[src/rtl/seqdet_scan_ctrl.sv]
// Scan controller for the serial "x -> low" sequence detector.
// Takes a parallel word under start/busy/done, shifts it MSB-first onto x,
// samples low DET_LAT cycles behind each driven bit and reports a saturating
// match count. The detector itself lives outside this block.
//
// state    | meaning
// ---------+---------------------------------------------------------------
// ST_IDLE  | waiting for start, x parked at IDLE_X
// ST_SHIFT | driving word bits onto x, one per cycle, W cycles
// ST_DRAIN | x parked, waiting DET_LAT cycles for the last samples to land
// ST_DONE  | one-cycle done pulse; start here begins the next scan at once
module seqdet_scan_ctrl #(
   parameter int   W       = 8,
   parameter int   DET_LAT = 1,
   parameter int   CNT_W   = 4,
   parameter logic IDLE_X  = 1'b1
) (
   input  logic             clk,
   input  logic             reset,
   input  logic             start,
   input  logic [W-1:0]     word,
   output logic             x,
   input  logic             low,
   output logic             busy,
   output logic             done,
   output logic [CNT_W-1:0] match_cnt,
   output logic             found
);

   localparam int BW = $clog2(W);
   localparam int TW = (DET_LAT > 1) ? $clog2(DET_LAT) : 1;
   localparam logic [BW-1:0]    BIT_LAST   = BW'(W - 1);
   localparam logic [TW-1:0]    DRAIN_LOAD = TW'(DET_LAT - 1);
   localparam logic [CNT_W-1:0] CNT_MAX    = '1;

   typedef enum logic [1:0] {
      ST_IDLE,
      ST_SHIFT,
      ST_DRAIN,
      ST_DONE
   } state_t;

   state_t             state;
   state_t             state_nxt;
   logic [W-1:0]       sreg;
   logic [BW-1:0]      bit_cnt;
   logic [TW-1:0]      drain_tmr;
   logic [DET_LAT-1:0] smp_pipe;
   logic               accept;
   logic               in_shift;
   logic               smp_en;
   logic               x_nxt;
   logic               busy_nxt;
   logic               done_nxt;

   assign in_shift = (state == ST_SHIFT);
   // low reflects the bit driven DET_LAT cycles earlier, so the sample window
   // is the SHIFT window delayed by DET_LAT.
   assign smp_en   = smp_pipe[DET_LAT-1];

   // Next state and next values of the registered outputs.
   always_comb begin
      accept    = start && ((state == ST_IDLE) || (state == ST_DONE));
      state_nxt = state;
      x_nxt     = IDLE_X;
      busy_nxt  = 1'b0;
      done_nxt  = 1'b0;
      case (state)
         ST_IDLE, ST_DONE: begin
            if (accept) begin
               state_nxt = ST_SHIFT;
               x_nxt     = word[W-1];
               busy_nxt  = 1'b1;
            end else begin
               state_nxt = ST_IDLE;
            end
         end
         ST_SHIFT: begin
            busy_nxt = 1'b1;
            if (bit_cnt == BIT_LAST) begin
               state_nxt = ST_DRAIN;
            end else begin
               x_nxt = sreg[W-2];
            end
         end
         ST_DRAIN: begin
            if (drain_tmr == '0) begin
               state_nxt = ST_DONE;
               done_nxt  = 1'b1;
            end else begin
               busy_nxt = 1'b1;
            end
         end
         default: state_nxt = ST_IDLE;
      endcase
   end

   // State register and registered handshake/serial outputs.
   always_ff @(posedge clk or posedge reset) begin
      if (reset) begin
         state <= ST_IDLE;
         x     <= IDLE_X;
         busy  <= 1'b0;
         done  <= 1'b0;
      end else begin
         state <= state_nxt;
         x     <= x_nxt;
         busy  <= busy_nxt;
         done  <= done_nxt;
      end
   end

   // Shift register, bit index and drain down-counter.
   always_ff @(posedge clk or posedge reset) begin
      if (reset) begin
         sreg      <= '0;
         bit_cnt   <= '0;
         drain_tmr <= '0;
      end else if (accept) begin
         sreg    <= word;
         bit_cnt <= '0;
      end else if (state == ST_SHIFT) begin
         sreg <= {sreg[W-2:0], 1'b0};
         if (bit_cnt == BIT_LAST) begin
            bit_cnt   <= '0;
            drain_tmr <= DRAIN_LOAD;
         end else begin
            bit_cnt <= bit_cnt + BW'(1);
         end
      end else if ((state == ST_DRAIN) && (drain_tmr != '0)) begin
         drain_tmr <= drain_tmr - TW'(1);
      end
   end

   // Delay line marking which edges carry a valid detector sample.
   always_ff @(posedge clk or posedge reset) begin
      if (reset) begin
         smp_pipe <= '0;
      end else begin
         smp_pipe <= DET_LAT'({smp_pipe, in_shift});
      end
   end

   // Saturating match counter; found tracks it on the same edge.
   always_ff @(posedge clk or posedge reset) begin
      if (reset) begin
         match_cnt <= '0;
         found     <= 1'b0;
      end else if (accept) begin
         match_cnt <= '0;
         found     <= 1'b0;
      end else if (smp_en && low && (match_cnt != CNT_MAX)) begin
         match_cnt <= match_cnt + CNT_W'(1);
         found     <= 1'b1;
      end
   end

endmodule

[config.mk]
export PLATFORM = sky130hd
export DESIGN_NAME = seqdet_scan_ctrl
export DESIGN_NICKNAME = d
export VERILOG_FILES = /design/src/rtl/seqdet_scan_ctrl.sv
export SDC_FILE = /design/constraint.sdc
export NUM_CORES = 1
export LEC_CHECK = 0
export CAP_MARGIN = 20
export CORE_MARGIN = 1.5
export CORE_UTILIZATION = 40
export DETAILED_ROUTE_END_ITERATION = 12
export MAX_ROUTING_LAYER = met4
export SLEW_MARGIN = 20
export SYNTH_ARGS = -nofsm -noshare
export SYNTH_HDL_FRONTEND = slang
export SYNTH_SLANG_ARGS = --single-unit
[constraint.sdc]
create_clock -name clk -period 1.57 [get_ports clk]
set_input_delay 0.2355 -clock clk [delete_from_list [all_inputs] [get_ports clk]]
set_output_delay 0.2355 -clock clk [all_outputs]
set_load 0.02 [all_outputs]
==> impl_metrics.toml, run 1 <==
[timing]
setup_viol = 0
finClkSkew_ns = 0.0152
finalCriticalPeriod_ns = 1.47
clock.fmax_mhz = 680
hold_viol = 0
fin_crit_sh = 0.937
final-max-slew-violation-count = 0
tightest_slew_ns = 0.286
setup_tns_ns = 0
rsz0062_at_grt = "false"
slew_headroom = 0.809

[pwr]
irDropWorstVdd_v = 0.00117
p_leak_nw = 0.675
p_clk_frac = 0.172
seq_power_share = 0.362
p_int_mw = 1.64
switching_share = 0.357
pwr_density_cell_nw_per_um2 = 1870
p_sw_mw = 0.911
combPwrFrac = 0.466

[critical_path]
regToRegSetupSlack_ns = 0.11
timing.rr.start = "match_cnt[0]"
crit_cells = 1
cp.required_ns = 1.33
critPathSlowestCell = "clkdlybuf4s50_1"
cp-endpoint = "done"
crit_buf_inv = 1
cp_max_fo = 1
cp_top_family = "buffers and inverters"
startpoint = "done"
path_class = "reg2out"
r2r_cells = 3
r2r-end = "match_cnt[3]"
startpoint_type = "flip-flop"
crit_arrival_ns = 1.24
cp-end-kind = "output pin"
slowest_delay_ns = 0.59
path_cells = "clkdlybuf4s50_1"

[floorplan]
start_util = 0.420
die_y_um = 53.8
die_width_um = 53.8
ios = 20
std_cell_rows = 18
core_area_um2 = 2450
die-area_um2 = 2890

[clock_tree]
htree_levels = 1
numCtsBuffers = 3
cts_root_buf = "clkbuf_4"
cts_sinks = 22
cts_tree = "built"
cts.path.max_buffers = 2
clk_latency_ns = 0.32
cts.clk_slew.worst_paths_ns = 0.14
postCtsSetupBuffers = 0

[finish]
antenna_cells = 0
fin_util = 0.556
fillers = 224
drive_gt1_frac = 0.112
area_delta_synth_final_pct = 32.4
layout.nets = 144

[yosys]
synth_area_um2 = 1030
yosysSeqAreaShare = 0.535
synthAdderAreaFrac = 0.0728
synthTopCellsByCount = "21 x dfrtp_1, 11 x nand2_1, 11 x o21ai_0"
ys_ff_latch = 22
synth_enable_flop_cells = 0
synth-xor-area-share = 0
synth_area_leaders = "dfrtp_1 51%, mux2i_1 9.7%, ha_1 7.3%"
syn_nets = 115
yosys.area.top_type = "dfrtp_1"
synth-main-ff-cell = "dfrtp_1"
yosys.cell_count.top_type = "dfrtp_1"
synthMuxAreaShare = 0.0971
yosys.area_share.simple = 0.136
synth_top_family_by_area = "simple AND/OR/NAND/NOR gates"
yosysWarnings = 0
async_reset_ff_frac = 1.00
synth_top_cell_area_share = 0.510
syn-instance-count = 97
synth_compound_area_frac = 0.123
synth.avg_cell_area_um2 = 10.6
synth_cell_type_count = 26

[global_route]
antenna_found_initial = 0
grt-ovfl-total = 0
grt_pass1_vias = 728
grt_max_degree = 23
grt_pass1_wl_um = 3260
global_route.usage.total = 0.164

[routing]
vias = 769
drtIter0Drc = 7
drc = 0
dr.pass1.iters = 4
ant_nets = 0
wl_per_cell_um = 12.1
wl_um = 1880
vias_per_cell = 4.96

[job]
maxCapViolCount = 0

[run_status]
status = "finished clean"

[place]
place_congestion = 0.746
io_buffer_count = 19
place_hpwl_um = 1410

[min_path]
hp-class = "in2async"
==> registers in the layout, summed over array words and instances, names as in the netlist <==
name and cells:
drain_tmr 1, busy 1, match_cnt 4, state 2, bit_cnt 3, smp_en 1
done 1, x 1, sreg 7, found 1
==> cell type report <==
cell class,count,area (um2),share of cell area
Inverter,6,22.5,0.0165
Clock buffer,3,22.5,0.0165
Sequential cell,22,552,0.404
Tap cell,30,37.5,0.0275
Clock inverter,1,30.0,0.0220
Timing Repair Buffer,27,259,0.190
Multi-Input combinational cell,66,442,0.324
==> cells in the final DEF (no fill, tap or decap), drive strengths merged, types with 2 or more instances in the layout <==
cell type,netlist,layout
clkbuf,0,3
nand3,2,2
dfrtp,21,21
nor2b,2,2
ha,6,6
a21oi,3,3
o21ai,11,11
dlygate4sd2,0,5
nor2,7,7
nand2,12,12
clkdlybuf4s50,0,13
buf,3,8
inv,6,6
mux2i,10,10
==> how the worst min path moves through the flow <==
stage,to,slack (ns),cells past startpoint
6_report,smp_en,0.24,3
5_1_grt,match_cnt[2],0.28,3
4_1_cts,match_cnt[2],0.24,3
3_5_place_dp,found,0.48,1
3_3_place_gp,found,0.48,1
2_1_floorplan,bit_cnt[0],0.22,1
==> logic make-up (layout without fill, tap and decap cells) <==
family | after synthesis | in the layout
flops | 22 | 22
fa+ha+maj | 6 | 6
buf+inv | 9 | 37
simple gates | 29 | 29
compound gates | 21 | 21
mux | 10 | 10
==> power by group through the flow <==
stage / Sequential, mW / Clock [mW] / Combinational [mW]
6_report: 0.925 / 0.438 / 1.19
3_3_place_gp: 0.931 / 0 / 1.21
2_1_floorplan: 1.01 / 0 / 0.683
4_1_cts: 0.930 / 0.454 / 1.21
5_1_grt: 0.953 / 0.474 / 1.36
3_5_place_dp: 0.945 / 0 / 1.23
==> routing by layer <==
layer,GRT usage,vias to the layer above,wire length [um]
met5,-,-,0
met4,0.0641,0,19
met3,0.0250,2,86
met2,0.254,20,846
met1,0.215,355,927
li1,-,392,-
==> worst register-to-register path: cells and delay by family, from the launching register on <==
kind                     cells  cell delay (ns)
AO/OA/AOI/OAI                1             0.14
adder cells (fa/ha/maj)      1             0.25
flip-flops                   1             0.44
AND/OR/NAND/NOR              1             0.54
==> what timing repair did <==
action | CTS | global route
pin swaps | 0 | 0
setup endpoints to repair | 5 | 1
cloned | 0 | 0
resized for setup | 5 | 1
hold buffers | 0 | 0
==> through the flow <==
stage | cells | setup WS (ns) | area (um2) | power [mW] | hold slack (ns)
floorplan | 97 | 0.108 | 1030 | 1.69 | 0.224
global placement | 151 | 0.0509 | 1320 | 2.14 | 0.475
detailed placement | 151 | 0.00432 | 1320 | 2.18 | 0.484
CTS | 155 | 0.0387 | 1360 | 2.60 | 0.244
global route | 155 | 0.0363 | 1370 | 2.79 | 0.283
finish | 155 | 0.0993 | 1370 | 2.55 | 0.238
Power figures use the tool's default switching activity.
==> run 2, diff against run 1 <==
--- a/config.mk
+++ b/config.mk
@@ -10,6 +10,7 @@
 export CORE_UTILIZATION = 40
 export DETAILED_ROUTE_END_ITERATION = 12
 export MAX_ROUTING_LAYER = met4
+export PLACE_DENSITY_LB_ADDON = 0.2
 export SLEW_MARGIN = 20
 export SYNTH_ARGS = -nofsm -noshare
 export SYNTH_HDL_FRONTEND = slang
==> run 2 against run 1 <==
Effect of this change:
- critical endpoint is now found
- cell count fell by 0.65%
- highest routed layer unchanged
- fmax down 2.1%
- count of clock-buffer cells in the layout increased by 1
- global-route usage increased by 0.43 points
==> impl_metrics.toml, run 2 (same netlist as run 1, synthesis figures left out) <==
[run_status]
status = "finished clean"

[floorplan]
core_area_um2 = 2450
std_cell_rows = 18
die_width_um = 53.8
die-area_um2 = 2890
ios = 20
start_util = 0.420
die_y_um = 53.8

[finish]
area_delta_synth_final_pct = 28.9
drive_gt1_frac = 0.0968
largest_register_ff_count = 7
layout.nets = 143
biggestRegsByFlops = "sreg (7), match_cnt (4), bit_cnt (3)"
largest_register = "sreg"
layout_commonest_cell = "dfrtp_1"
final_cell_mix = "21 x dfrtp_1, 14 x clkdlybuf4s50_1, 11 x o21ai_0, 11 x nand2_1, 10 x mux2i_1"
antenna_cells = 0
stdcell_area_um2 = 1330

[timing]
tightest_slew_ns = 0.283
clock.fmax_mhz = 666
finalCriticalPeriod_ns = 1.50
setup_viol = 0
rsz0062_at_grt = "false"
setup_tns_ns = 0
fin_crit_sh = 0.956
slew_headroom = 0.812
hold_viol = 0
finClkSkew_ns = 0.00999
final-max-slew-violation-count = 0

[clock_tree]
cts_sinks = 22
clk_latency_ns = 0.31
htree_levels = 1
cts.path.max_buffers = 2
cts_root_buf = "clkbuf_4"
postCtsSetupBuffers = 0
cts_tree = "built"
numCtsBuffers = 3
cts.clk_slew.worst_paths_ns = 0.12

[critical_path]
critPathSlowestCell = "clkdlybuf4s50_1"
regToRegSetupSlack_ns = 0.10
cp-endpoint = "found"
cp_top_family = "buffers and inverters"
path_cells = "clkdlybuf4s50_1"
crit_arrival_ns = 1.27
path_class = "reg2out"
timing.rr.start = "state[0]"
cp-end-kind = "output pin"
cp_max_fo = 2
crit_buf_inv = 1
crit_cells = 1
startpoint_type = "flip-flop"
startpoint = "found"
r2r-end = "drain_tmr"
slowest_delay_ns = 0.60
cp.required_ns = 1.33
r2r_cells = 5

[global_route]
grt_pass1_wl_um = 3350
grt-ovfl-total = 0
grt_pass1_vias = 768
antenna_found_initial = 0
grt_max_degree = 23
global_route.usage.total = 0.168

[routing]
wl_met3_um = 72
wl_um = 1780
drc = 0
vias_per_cell = 5.06
drtIter0Drc = 15
ant_nets = 0
route.met2.wl_um = 895
vias = 780
dr.pass1.iters = 4
maxUsedRoutingLayer = "met4"
wl_met1_um = 793
wl_per_cell_um = 11.5

[place]
io_buffer_count = 19
dpl_cell_area_um2 = 1310
place_hpwl_um = 1330
place_congestion = 0.663

[pwr]
p_leak_nw = 0.643
pwr_density_cell_nw_per_um2 = 1780
irDropWorstVdd_v = 0.00112
finalPower_mw = 2.36

[min_path]
hp-class = "in2async"

[job]
maxCapViolCount = 0
run 2: worst min-delay path by stage:
stage                from           end  slack, ns  depth (start not counted)
floorplan           reset    bit_cnt[0]       0.22                          1
global placement    found         found       0.48                          1
detailed placement  found         found       0.48                          1
CTS                 reset  match_cnt[3]       0.25                          3
global route        reset  match_cnt[3]       0.31                          3
finish              reset  match_cnt[3]       0.25                          3
run 2: cell type report:
type / instances / area (um2)
Fill cell: 234 / 1130
Sequential cell: 22 / 552
Multi-Input combinational cell: 66 / 442
Timing Repair Buffer: 26 / 249
Tap cell: 30 / 37.5
Clock buffer: 4 / 26.3
Inverter: 6 / 22.5
run 2: what timing repair did:
action / 4_1_cts / 5_1_grt
endpoints found under the setup margin: 5 / 0
hold buffers: 0 / 0
gates resized for setup: 5 / 0
hold endpoints to repair: 0 / 0
run 2: report_power, final:
part | switching (mW) | total (mW) | internal [mW]
sequential | 0.121 | 0.926 | 0.805
clock | 0.164 | 0.263 | 0.0991
combinational | 0.606 | 1.17 | 0.568
total | 0.891 | 2.36 | 1.47
run 2: per-layer routing:
| layer | GRT usage | vias up |
|---|---|---|
| met3 | 0.0250 | 2 |
| met5 | - | - |
| met2 | 0.274 | 14 |
| met4 | 0.0769 | 0 |
| met1 | 0.204 | 373 |
| li1 | - | 391 |
run 2: tightest hold or removal path: cells and delay by family:
kind	cells	cell delay (ns)
buf+inv	3	0.72
run 2: per-stage QoR:
step	setup WS (ns)	instances	util	hold slack, ns
final	0.0685	154	0.541	0.252
after detailed placement	0.0273	150	0.533	0.480
after global placement	0.0491	150	0.533	0.476
after global routing	0.0249	154	0.541	0.307
after CTS	0.0520	154	0.541	0.252
after floorplan	0.108	97	-	0.224
